File: src/rtl/fft_mag_arbiter_if.sv
// Bus bundle for fft_mag_arbiter: two FFT bin streams, the magnitude-unit link
// and the tagged result stream. slave = arbiter side, master = surrounding logic.
interface fft_mag_arbiter_if #(
  parameter int W     = 16,
  parameter int NBINS = 256
) ();
  localparam int LB = $clog2(NBINS);

  logic           req0_valid, req0_ready, req0_last;
  logic [2*W-1:0] req0_re, req0_im;
  logic           req1_valid, req1_ready, req1_last;
  logic [2*W-1:0] req1_re, req1_im;

  logic           mp_valid;
  logic [2*W-1:0] mp_re, mp_im;
  logic           mp_mag_valid;
  logic [4*W-1:0] mp_mag_sq;

  logic           out_valid;
  logic [4*W-1:0] out_mag;
  logic           out_chan;
  logic [LB-1:0]  out_bin;
  logic           out_last;
  logic           frame_err;
  logic           tag_err;

  modport slave (
    input  req0_valid, req0_re, req0_im, req0_last,
    input  req1_valid, req1_re, req1_im, req1_last,
    input  mp_mag_valid, mp_mag_sq,
    output req0_ready, req1_ready,
    output mp_valid, mp_re, mp_im,
    output out_valid, out_mag, out_chan, out_bin, out_last, frame_err, tag_err
  );

  modport master (
    output req0_valid, req0_re, req0_im, req0_last,
    output req1_valid, req1_re, req1_im, req1_last,
    output mp_mag_valid, mp_mag_sq,
    input  req0_ready, req1_ready,
    input  mp_valid, mp_re, mp_im,
    input  out_valid, out_mag, out_chan, out_bin, out_last, frame_err, tag_err
  );
endinterface

File: src/rtl/fft_mag_arbiter.sv
// Frame-level round-robin sharing of one |Re|^2+|Im|^2 unit between two FFT streams,
// with result tagging and frame-length checking. Optional stall abort: FFT_ARB_TIMEOUT_EN.
module fft_mag_arbiter #(
  parameter int W         = 16,
  parameter int NBINS     = 256,
  parameter int TAG_DEPTH = 4,
  parameter int TIMEOUT   = 1024
) (
  input  logic             clk,
  input  logic             reset_n,
  fft_mag_arbiter_if.slave bus
);
  localparam int LB  = $clog2(NBINS);
  localparam int PW  = $clog2(TAG_DEPTH);
  localparam int CW  = $clog2(TAG_DEPTH + 1);
  localparam int TGW = LB + 2;

  typedef enum logic {IDLE, BUSY} state_t;

  state_t         state, state_nxt;
  logic           gnt, gnt_nxt;  // granted channel, doubling as the round-robin pointer
  logic [LB-1:0]  bin;
  logic [TGW-1:0] tag_mem [TAG_DEPTH];
  logic [PW-1:0]  wr_ptr, rd_ptr;
  logic [CW-1:0]  count;

  logic           g_valid, g_last, bin_max, fifo_full;
  logic           accept, frame_end, pop, abort;
  logic [2*W-1:0] g_re, g_im;

  assign g_valid = gnt ? bus.req1_valid : bus.req0_valid;
  assign g_last  = gnt ? bus.req1_last  : bus.req0_last;
  assign g_re    = gnt ? bus.req1_re    : bus.req0_re;
  assign g_im    = gnt ? bus.req1_im    : bus.req0_im;
  assign bin_max = (bin == LB'(NBINS - 1));

  // A pop in the same cycle frees a slot; without this a 4-deep FIFO behind the
  // 3-cycle unit would stall every fifth bin.
  assign fifo_full = (count == CW'(TAG_DEPTH)) && !bus.mp_mag_valid;
  assign pop       = bus.mp_mag_valid && (count != '0);

  always_comb begin
    state_nxt      = state;
    gnt_nxt        = gnt;
    accept         = 1'b0;
    frame_end      = 1'b0;
    bus.req0_ready = 1'b0;
    bus.req1_ready = 1'b0;
    case (state)
      IDLE: begin
        if (bus.req0_valid || bus.req1_valid) begin
          gnt_nxt   = (bus.req0_valid && bus.req1_valid) ? ~gnt : bus.req1_valid;
          state_nxt = BUSY;
        end
      end
      BUSY: begin
        bus.req0_ready = !gnt && !fifo_full;
        bus.req1_ready = gnt && !fifo_full;
        accept         = g_valid && !fifo_full;
        frame_end      = accept && (g_last || bin_max);
        if (frame_end || abort) state_nxt = IDLE;
      end
      default: state_nxt = IDLE;
    endcase
  end

  always_ff @(posedge clk or negedge reset_n) begin
    if (!reset_n) begin
      state         <= IDLE;
      gnt           <= 1'b1;
      bin           <= '0;
      wr_ptr        <= '0;
      rd_ptr        <= '0;
      count         <= '0;
      bus.mp_valid  <= 1'b0;
      bus.mp_re     <= '0;
      bus.mp_im     <= '0;
      bus.out_valid <= 1'b0;
      bus.out_mag   <= '0;
      bus.out_chan  <= 1'b0;
      bus.out_bin   <= '0;
      bus.out_last  <= 1'b0;
      bus.frame_err <= 1'b0;
      bus.tag_err   <= 1'b0;
    end else begin
      state         <= state_nxt;
      gnt           <= gnt_nxt;
      bus.mp_valid  <= accept;
      if (accept) begin
        bus.mp_re <= g_re;
        bus.mp_im <= g_im;
      end
      bus.frame_err <= (frame_end && (g_last != bin_max)) || abort;
      if (frame_end || abort) bin <= '0;
      else if (accept)        bin <= bin + 1'b1;

      if (accept) wr_ptr <= (wr_ptr == PW'(TAG_DEPTH - 1)) ? '0 : wr_ptr + 1'b1;
      if (pop)    rd_ptr <= (rd_ptr == PW'(TAG_DEPTH - 1)) ? '0 : rd_ptr + 1'b1;
      if (accept && !pop)      count <= count + 1'b1;
      else if (pop && !accept) count <= count - 1'b1;

      bus.out_valid <= pop;
      if (pop) begin
        bus.out_mag <= bus.mp_mag_sq;
        {bus.out_chan, bus.out_bin, bus.out_last} <= tag_mem[rd_ptr];
      end
      if (bus.mp_mag_valid && (count == '0)) bus.tag_err <= 1'b1;
    end
  end

  always_ff @(posedge clk) begin
    if (accept) tag_mem[wr_ptr] <= {gnt, bin, frame_end};
  end

`ifdef FFT_ARB_TIMEOUT_EN
  localparam int TW = $clog2(TIMEOUT + 1);
  logic [TW-1:0] stall_cnt;

  assign abort = (state == BUSY) && !g_valid && (stall_cnt == TW'(TIMEOUT - 1));

  always_ff @(posedge clk or negedge reset_n) begin
    if (!reset_n)                                stall_cnt <= '0;
    else if ((state != BUSY) || accept || abort) stall_cnt <= '0;
    else if (!g_valid)                           stall_cnt <= stall_cnt + 1'b1;
  end
`else
  logic timeout_unused;
  assign timeout_unused = (TIMEOUT != 0);
  assign abort          = 1'b0;
`endif
endmodule

File: src/flat_wrapper.sv
// flat-port wrapper written by rule: the top's interface ports become plain ports
module fft_mag_arbiter_flat 
#(
  parameter int W         = 16,
  parameter int NBINS     = 256,
  parameter int TAG_DEPTH = 4,
  parameter int TIMEOUT   = 1024
)
  (clk, reset_n, bus_req0_valid, bus_req0_re, bus_req0_im, bus_req0_last, bus_req1_valid, bus_req1_re, bus_req1_im, bus_req1_last, bus_mp_mag_valid, bus_mp_mag_sq, bus_req0_ready, bus_req1_ready, bus_mp_valid, bus_mp_re, bus_mp_im, bus_out_valid, bus_out_mag, bus_out_chan, bus_out_bin, bus_out_last, bus_frame_err, bus_tag_err);
  fft_mag_arbiter_if #(.W(W), .NBINS(NBINS)) bus_i ();
  input  logic clk;
  input  logic reset_n;
  input wire logic [$bits(bus_i.req0_valid)-1:0] bus_req0_valid;
  input wire logic [$bits(bus_i.req0_re)-1:0] bus_req0_re;
  input wire logic [$bits(bus_i.req0_im)-1:0] bus_req0_im;
  input wire logic [$bits(bus_i.req0_last)-1:0] bus_req0_last;
  input wire logic [$bits(bus_i.req1_valid)-1:0] bus_req1_valid;
  input wire logic [$bits(bus_i.req1_re)-1:0] bus_req1_re;
  input wire logic [$bits(bus_i.req1_im)-1:0] bus_req1_im;
  input wire logic [$bits(bus_i.req1_last)-1:0] bus_req1_last;
  input wire logic [$bits(bus_i.mp_mag_valid)-1:0] bus_mp_mag_valid;
  input wire logic [$bits(bus_i.mp_mag_sq)-1:0] bus_mp_mag_sq;
  output wire logic [$bits(bus_i.req0_ready)-1:0] bus_req0_ready;
  output wire logic [$bits(bus_i.req1_ready)-1:0] bus_req1_ready;
  output wire logic [$bits(bus_i.mp_valid)-1:0] bus_mp_valid;
  output wire logic [$bits(bus_i.mp_re)-1:0] bus_mp_re;
  output wire logic [$bits(bus_i.mp_im)-1:0] bus_mp_im;
  output wire logic [$bits(bus_i.out_valid)-1:0] bus_out_valid;
  output wire logic [$bits(bus_i.out_mag)-1:0] bus_out_mag;
  output wire logic [$bits(bus_i.out_chan)-1:0] bus_out_chan;
  output wire logic [$bits(bus_i.out_bin)-1:0] bus_out_bin;
  output wire logic [$bits(bus_i.out_last)-1:0] bus_out_last;
  output wire logic [$bits(bus_i.frame_err)-1:0] bus_frame_err;
  output wire logic [$bits(bus_i.tag_err)-1:0] bus_tag_err;
  assign bus_i.req0_valid = bus_req0_valid;
  assign bus_i.req0_re = bus_req0_re;
  assign bus_i.req0_im = bus_req0_im;
  assign bus_i.req0_last = bus_req0_last;
  assign bus_i.req1_valid = bus_req1_valid;
  assign bus_i.req1_re = bus_req1_re;
  assign bus_i.req1_im = bus_req1_im;
  assign bus_i.req1_last = bus_req1_last;
  assign bus_i.mp_mag_valid = bus_mp_mag_valid;
  assign bus_i.mp_mag_sq = bus_mp_mag_sq;
  assign bus_req0_ready = bus_i.req0_ready;
  assign bus_req1_ready = bus_i.req1_ready;
  assign bus_mp_valid = bus_i.mp_valid;
  assign bus_mp_re = bus_i.mp_re;
  assign bus_mp_im = bus_i.mp_im;
  assign bus_out_valid = bus_i.out_valid;
  assign bus_out_mag = bus_i.out_mag;
  assign bus_out_chan = bus_i.out_chan;
  assign bus_out_bin = bus_i.out_bin;
  assign bus_out_last = bus_i.out_last;
  assign bus_frame_err = bus_i.frame_err;
  assign bus_tag_err = bus_i.tag_err;
  fft_mag_arbiter #(.W(W), .NBINS(NBINS), .TAG_DEPTH(TAG_DEPTH), .TIMEOUT(TIMEOUT)) u_core (.clk(clk), .reset_n(reset_n), .bus(bus_i));
endmodule
File: config.mk
export PLATFORM = sky130hd
export DESIGN_NAME = fft_mag_arbiter_flat
export DESIGN_NICKNAME = d
export VERILOG_FILES = /design/src/rtl/fft_mag_arbiter_if.sv /design/src/rtl/fft_mag_arbiter.sv /design/src/flat_wrapper.sv
export SDC_FILE = /design/constraint.sdc
export NUM_CORES = 1
export LEC_CHECK = 0
export ABC_AREA = 1
export BUFFER_PORTS_ARGS = -buffer_cell sky130_fd_sc_hd__buf_2
export CAP_MARGIN = 15
export CORE_AREA = 2 2 135 137
export DETAILED_ROUTE_END_ITERATION = 6
export DIE_AREA = 0 0 137 139
export GPL_ROUTABILITY_DRIVEN = 0
export PLACE_DENSITY = 0.82
export SLEW_MARGIN = 20
export SYNTH_ARGS = -nofsm -noshare
export SYNTH_HDL_FRONTEND = slang
export SYNTH_SLANG_ARGS = --single-unit
File: constraint.sdc
create_clock -name clk -period 3.4 [get_ports clk]
set_input_delay 0.51 -clock clk [delete_from_list [all_inputs] [get_ports clk]]
set_output_delay 0.51 -clock clk [all_outputs]
set_load 0.02 [all_outputs]
# Word level (Yosys, flattened, before mapping)
# Memories as Yosys holds them, arrays and structs flattened. A register that Yosys moved wholly into a read port is not among the register bits.
# Cells that the tools add are included.
# classes
addsub	5
n_eq_ne	5
muxes	20
bitwise	2
reduce_logical	24
# op_table
op	count
two-way mux 32 bit	2
two-way mux 8 bit	2
logical AND 1 bit	11
two-way mux 1 bit	11
adder 8 x 1 -> 8 bit, second input constant	1
equality test 8 bit, second input constant	1
zero test 1 bit	6
two-way mux 3 bit	2
adder 2 x 1 -> 2 bit, second input constant	2
equality test 2 bit, second input constant	2
two-way mux 2 bit	2
nonzero test 2 bit	2
adder 3 x 1 -> 3 bit, second input constant	1
equality test 3 bit, second input constant	1
zero test 3 bit	1
nonzero test 3 bit	1
subtractor 3 x 1 -> 3 bit, second input constant	1
logical OR 1 bit	2
NOT 1 bit	2
one-hot mux 1 bit (2 select lines)	1
AND reduction 2 bit	1
inequality test 1 bit	1
# totals
register_bits	149
mem_bits_rw	40
inputBits	199
word_cells	70
n_memories	1
# mem_list
memory	depth	width	read_ports	rd_clocked_by_memory_dff	write_ports	line	text
u_core.tag_mem	4	10	1	1	1	fft_mag_arbiter.sv:23	logic [TGW-1:0] tag_mem [TAG_DEPTH];

# Depth between registers and ports, before layout
# depth
word_depth	9
mapped_depth	13
depth_no_buf	11

# Least setup slack after synthesis
# OpenSTA, ideal clock, no wires.
# synth_path
path_kind	reg2reg
start	reg u_core.gnt
end	reg u_core.count[2]
arrival_time_ns	2.136
t_required_ns	3.269
slack_ns	1.134
path_stages_with_launch	13
path_cell_list	dfstp_2 -> nand2_1 -> nand2_1 -> nand3_2 -> inv_2 -> buf_4 -> buf_4 -> ha_1 -> inv_1 -> fa_1 -> a21oi_1 -> o21ai_0 -> xor2_1
# synth_between
elab_chain_len	6
elab_cells_between_ends	8
# synth_rtl
item	line	text
start, declared	fft_mag_arbiter.sv:21	logic gnt, gnt_nxt;
start signal, assigned	fft_mag_arbiter.sv:87	gnt <= gnt_nxt;
two-way mux 1 bit (*)	fft_mag_arbiter.sv:31	assign g_valid = gnt ? bus.req1_valid : bus.req0_valid;
logical AND 1 bit (*)	fft_mag_arbiter.sv:59	accept = g_valid && !fifo_full;
two-way mux 1 bit (*)	fft_mag_arbiter.sv:49	case (state)
net u_core.accept	fft_mag_arbiter.sv:28	logic accept, frame_end, pop, abort;
zero test 1 bit	fft_mag_arbiter.sv:100	else if (pop && !accept) count <= count - 1'b1;
logical AND 1 bit	fft_mag_arbiter.sv:100	
nonzero test 2 bit (no line)	--	
end signal, assigned	fft_mag_arbiter.sv:99	if (accept && !pop) count <= count + 1'b1;
end signal, assigned	fft_mag_arbiter.sv:100	
end, declared	fft_mag_arbiter.sv:25	logic [CW-1:0] count;
# Mark *: on every way through the listed nets, which the timed path passes. The rest lies on a longest branch.
# A chain may end at the register's enable or synchronous reset.

# Worst setup path in the final report
# layout_path
start	reg u_core.gnt
end	out bus_req0_ready
# layout_between
elab_chain_len	3
# layout_rtl
item	line	text
zero test 1 bit	fft_mag_arbiter.sv:57	bus.req0_ready = !gnt && !fifo_full;
logical AND 1 bit	fft_mag_arbiter.sv:57	
two-way mux 1 bit	fft_mag_arbiter.sv:49	
end, declared	flat_wrapper.sv:23	output wire logic [$bits(bus_i.req0_ready)-1:0] bus_req0_ready;
# No other way between the ends.

==> results.yml <==
drt:
  drtAntennaViolNets: 0
  drt_iter0_drc: 429
  drcViolationCount: 0
  avgViaCountPerCell: 4.82
  wl_met3_um: 2040
  first_pass_iters: 5
  wl_met2_um: 11200
  vias: 7722
  drt-met1-wl_um: 9380
  drt_wl_total_um: 23300
  dr.max_layer_used: "met5"
  post_drt_wl_per_cell_um: 14.5
yosys:
  syn_nets: 1249
  synth.avg_cell_area_um2: 8.25
  synth_seq_cells: 199
  syn_area_um2: 8590
  yosysSeqAreaShare: 0.603
  synth_cell_type_count: 26
  yosysWarnings: 0
  syn_inst: 1041
setup_path:
  arrival_ns: 1.90
  worstPathCellList: "buf_4 > nor2_1 > buf_2"
  start_kind: "flip-flop"
  cp_max_fo: 69
  required_ns: 2.89
  cp_top_family: "buffers and inverters"
  slowest_stage: "dfstp_2"
  r2r-start: "u_core.count[0]$_DFFE_PN0P_"
  path_class: "reg2out"
  cp_num_buf_inv: 2
  cp_slowest_stage_delay_ns: 0.56
  end_kind: "output port"
  crit_start: "u_core.gnt$_DFFE_PN1P_"
run:
  max-cap-violations: 0
clock_tree:
  clk_latency_ns: 0.43
  post-cts-setup-buffers: 0
  cts.sinks: 199
  cts_resized: 0
  clk_path_buf_depth: 2
  cts_hold_buf: 0
  numCtsBuffers: 17
  clkTransAtPathRegs_ns: 0.07
  cts-htree-levels: 4
  root_buffer: "clkbuf_16"
  cts_tree: "done"
floorplanning:
  dieWidth_um: 137
  die-height_um: 139
  coreArea_um2: 17700
  die-area_um2: 19000
  io_pins: 343
  start_util: 0.487
  rows: 49
hold_path:
  hp-class: "in2async"
timing:
  worst_pin_slew_ns: 0.830
  slew_headroom: 0.446
  fmax_ghz: 0.414
  period_minus_slack_ns: 2.41
  hold_ws_ns: 0.0192
  finalMaxSlewViolations: 0
  hold_violations: 0
  final_min_period_over_clock_period: 0.710
  rsz0062_at_grt: "no"
  skew_ns: 0.00900
  setup_viol: 0
  fin_tns_setup_ns: 0
placement:
  port_buffers: 342
  dp_hpwl_um: 16700
global_route:
  grt_pass1_wl_um: 36100
  grt_max_degree: 82
  grt_use_total: 0.245
  overflow: 0
  grt_pass1_vias: 7204
  grt_antenna_before_repair: 4
pwr:
  p_leak_nw: 6.27
  power.density_nw_per_um2: 929
  power_mw: 10.2
  ir_drop_mv: 0.553
run_status:
  status: "completed"
layout:
  fin_nets: 1567
  area_growth_pct: 28.2
  post_route_cells_drive_above_1_share: 0.285
  final_common_cell: "nand2_1"
  final_cell_mix: "nand2_1 (647), buf_2 (341), dfrtp_1 (158)"
-- power breakdown --
part / internal, mW / switching (mW) / total, mW
Clock: 1.02 / 0.894 / 1.91
Sequential: 3.36 / 0.542 / 3.90
Combinational: 1.36 / 3.05 / 4.41
-- kinds of logic (layout without fill, tap and decap cells) --
kind of cell / count (synthesis) / count (layout) / share of synthesized area
AO/OA/AOI/OAI: 41 / 41 / 0.0248
XOR/XNOR: 5 / 5 / 0.00510
adder cells (fa/ha/maj): 9 / 9 / 0.0140
buffers and inverters: 76 / 407 / 0.0380
flip-flops: 199 / 199 / 0.603
multiplexers: 2 / 2 / 0.00248
other: 0 / 2 / 0
AND/OR/NAND/NOR: 709 / 709 / 0.313
-- state kept, by name (all words and copies together), names as in the netlist, 2 cells and up --
name and count:
u_core.bus.out_bin 8, u_core.wr_ptr 2, u_core.count 3, u_core.bin 8
u_core.bus.mp_re 32, u_core.rd_ptr 2, u_core.bus.mp_im 32, u_core.tag_mem 40
u_core.bus.out_mag 64
-- metrics by stage --
| step | setup WS, ns | utilization | std cells | instance area, um2 |
|---|---|---|---|---|
| final | 0.986 | 0.624 | 1603 | 11000 |
| after global routing | 0.893 | 0.624 | 1603 | 11000 |
| after CTS | 0.973 | 0.623 | 1601 | 11000 |
| after global placement | 1.06 | 0.592 | 1569 | 10400 |
| after floorplan | 1.13 | - | 1041 | 8590 |
| after detailed placement | 0.977 | 0.592 | 1569 | 10400 |
-- metal layers --
| layer | GRT usage | vias up |
|---|---|---|
| met5 | 0 | - |
| met4 | 0.103 | 2 |
| met3 | 0.0691 | 43 |
| met2 | 0.402 | 355 |
| met1 | 0.304 | 3497 |
| li1 | - | 3825 |
-- final cells by class --
class	instances	area, um2
Antenna cell	2	5.00
Clock buffer	22	475
Clock inverter	10	85.1
Fill cell	1509	6640
Inverter	23	86.3
Multi-Input combinational cell	766	3090
Sequential cell	199	5180
Tap cell	229	287
Timing Repair Buffer	352	1810
-- Yosys cell counts --
library cell / n / share of area
clkbuf_1: 24 / 0.010
nor3_1: 1 / 0.00058
buf_1: 10 / 0.0044
xor2_1: 3 / 0.0031
nor3b_1: 1 / 0.00087
ha_1: 8 / 0.012
nand2_1: 648 / 0.28
mux2_2: 1 / 0.0013
edfxtp_1: 40 / 0.14
nor2_1: 47 / 0.021
inv_1: 19 / 0.0083
dfstp_2: 1 / 0.0031
buf_2: 12 / 0.0070
a31o_2: 2 / 0.0020
o21ai_0: 30 / 0.017
xnor2_1: 2 / 0.0020
inv_2: 4 / 0.0017
o21ai_1: 7 / 0.0041
dfrtp_1: 158 / 0.46
nand3_1: 10 / 0.0058
a21oi_1: 2 / 0.0012
fa_1: 1 / 0.0023
mux2i_1: 1 / 0.0012
nand4_1: 1 / 0.00073
nand3_2: 1 / 0.0012
buf_4: 7 / 0.0061
-- path summary, 6_finish.rpt --
check | slack, ns | endpoint | cells after the start
hold / removal | 0.02 | u_core.bus.out_mag[27]$_DFFE_PN0P_ | 1
setup reg to reg | 1.11 | u_core.tag_mem[2][2]$_DFFE_PP_ | 5
max in group asynchronous | 2.63 | u_core.bus.mp_im[14]$_DFFE_PN0P_ | 2
setup / recovery | 0.99 | bus_req0_ready | 3
min in group clk | 0.27 | u_core.bus.out_mag[42]$_DFFE_PN0P_ | 3
hold reg to reg | 0.47 | u_core.bus.mp_im[14]$_DFFE_PN0P_ | 2
Note: power is estimated with default switching activity, not from simulation.
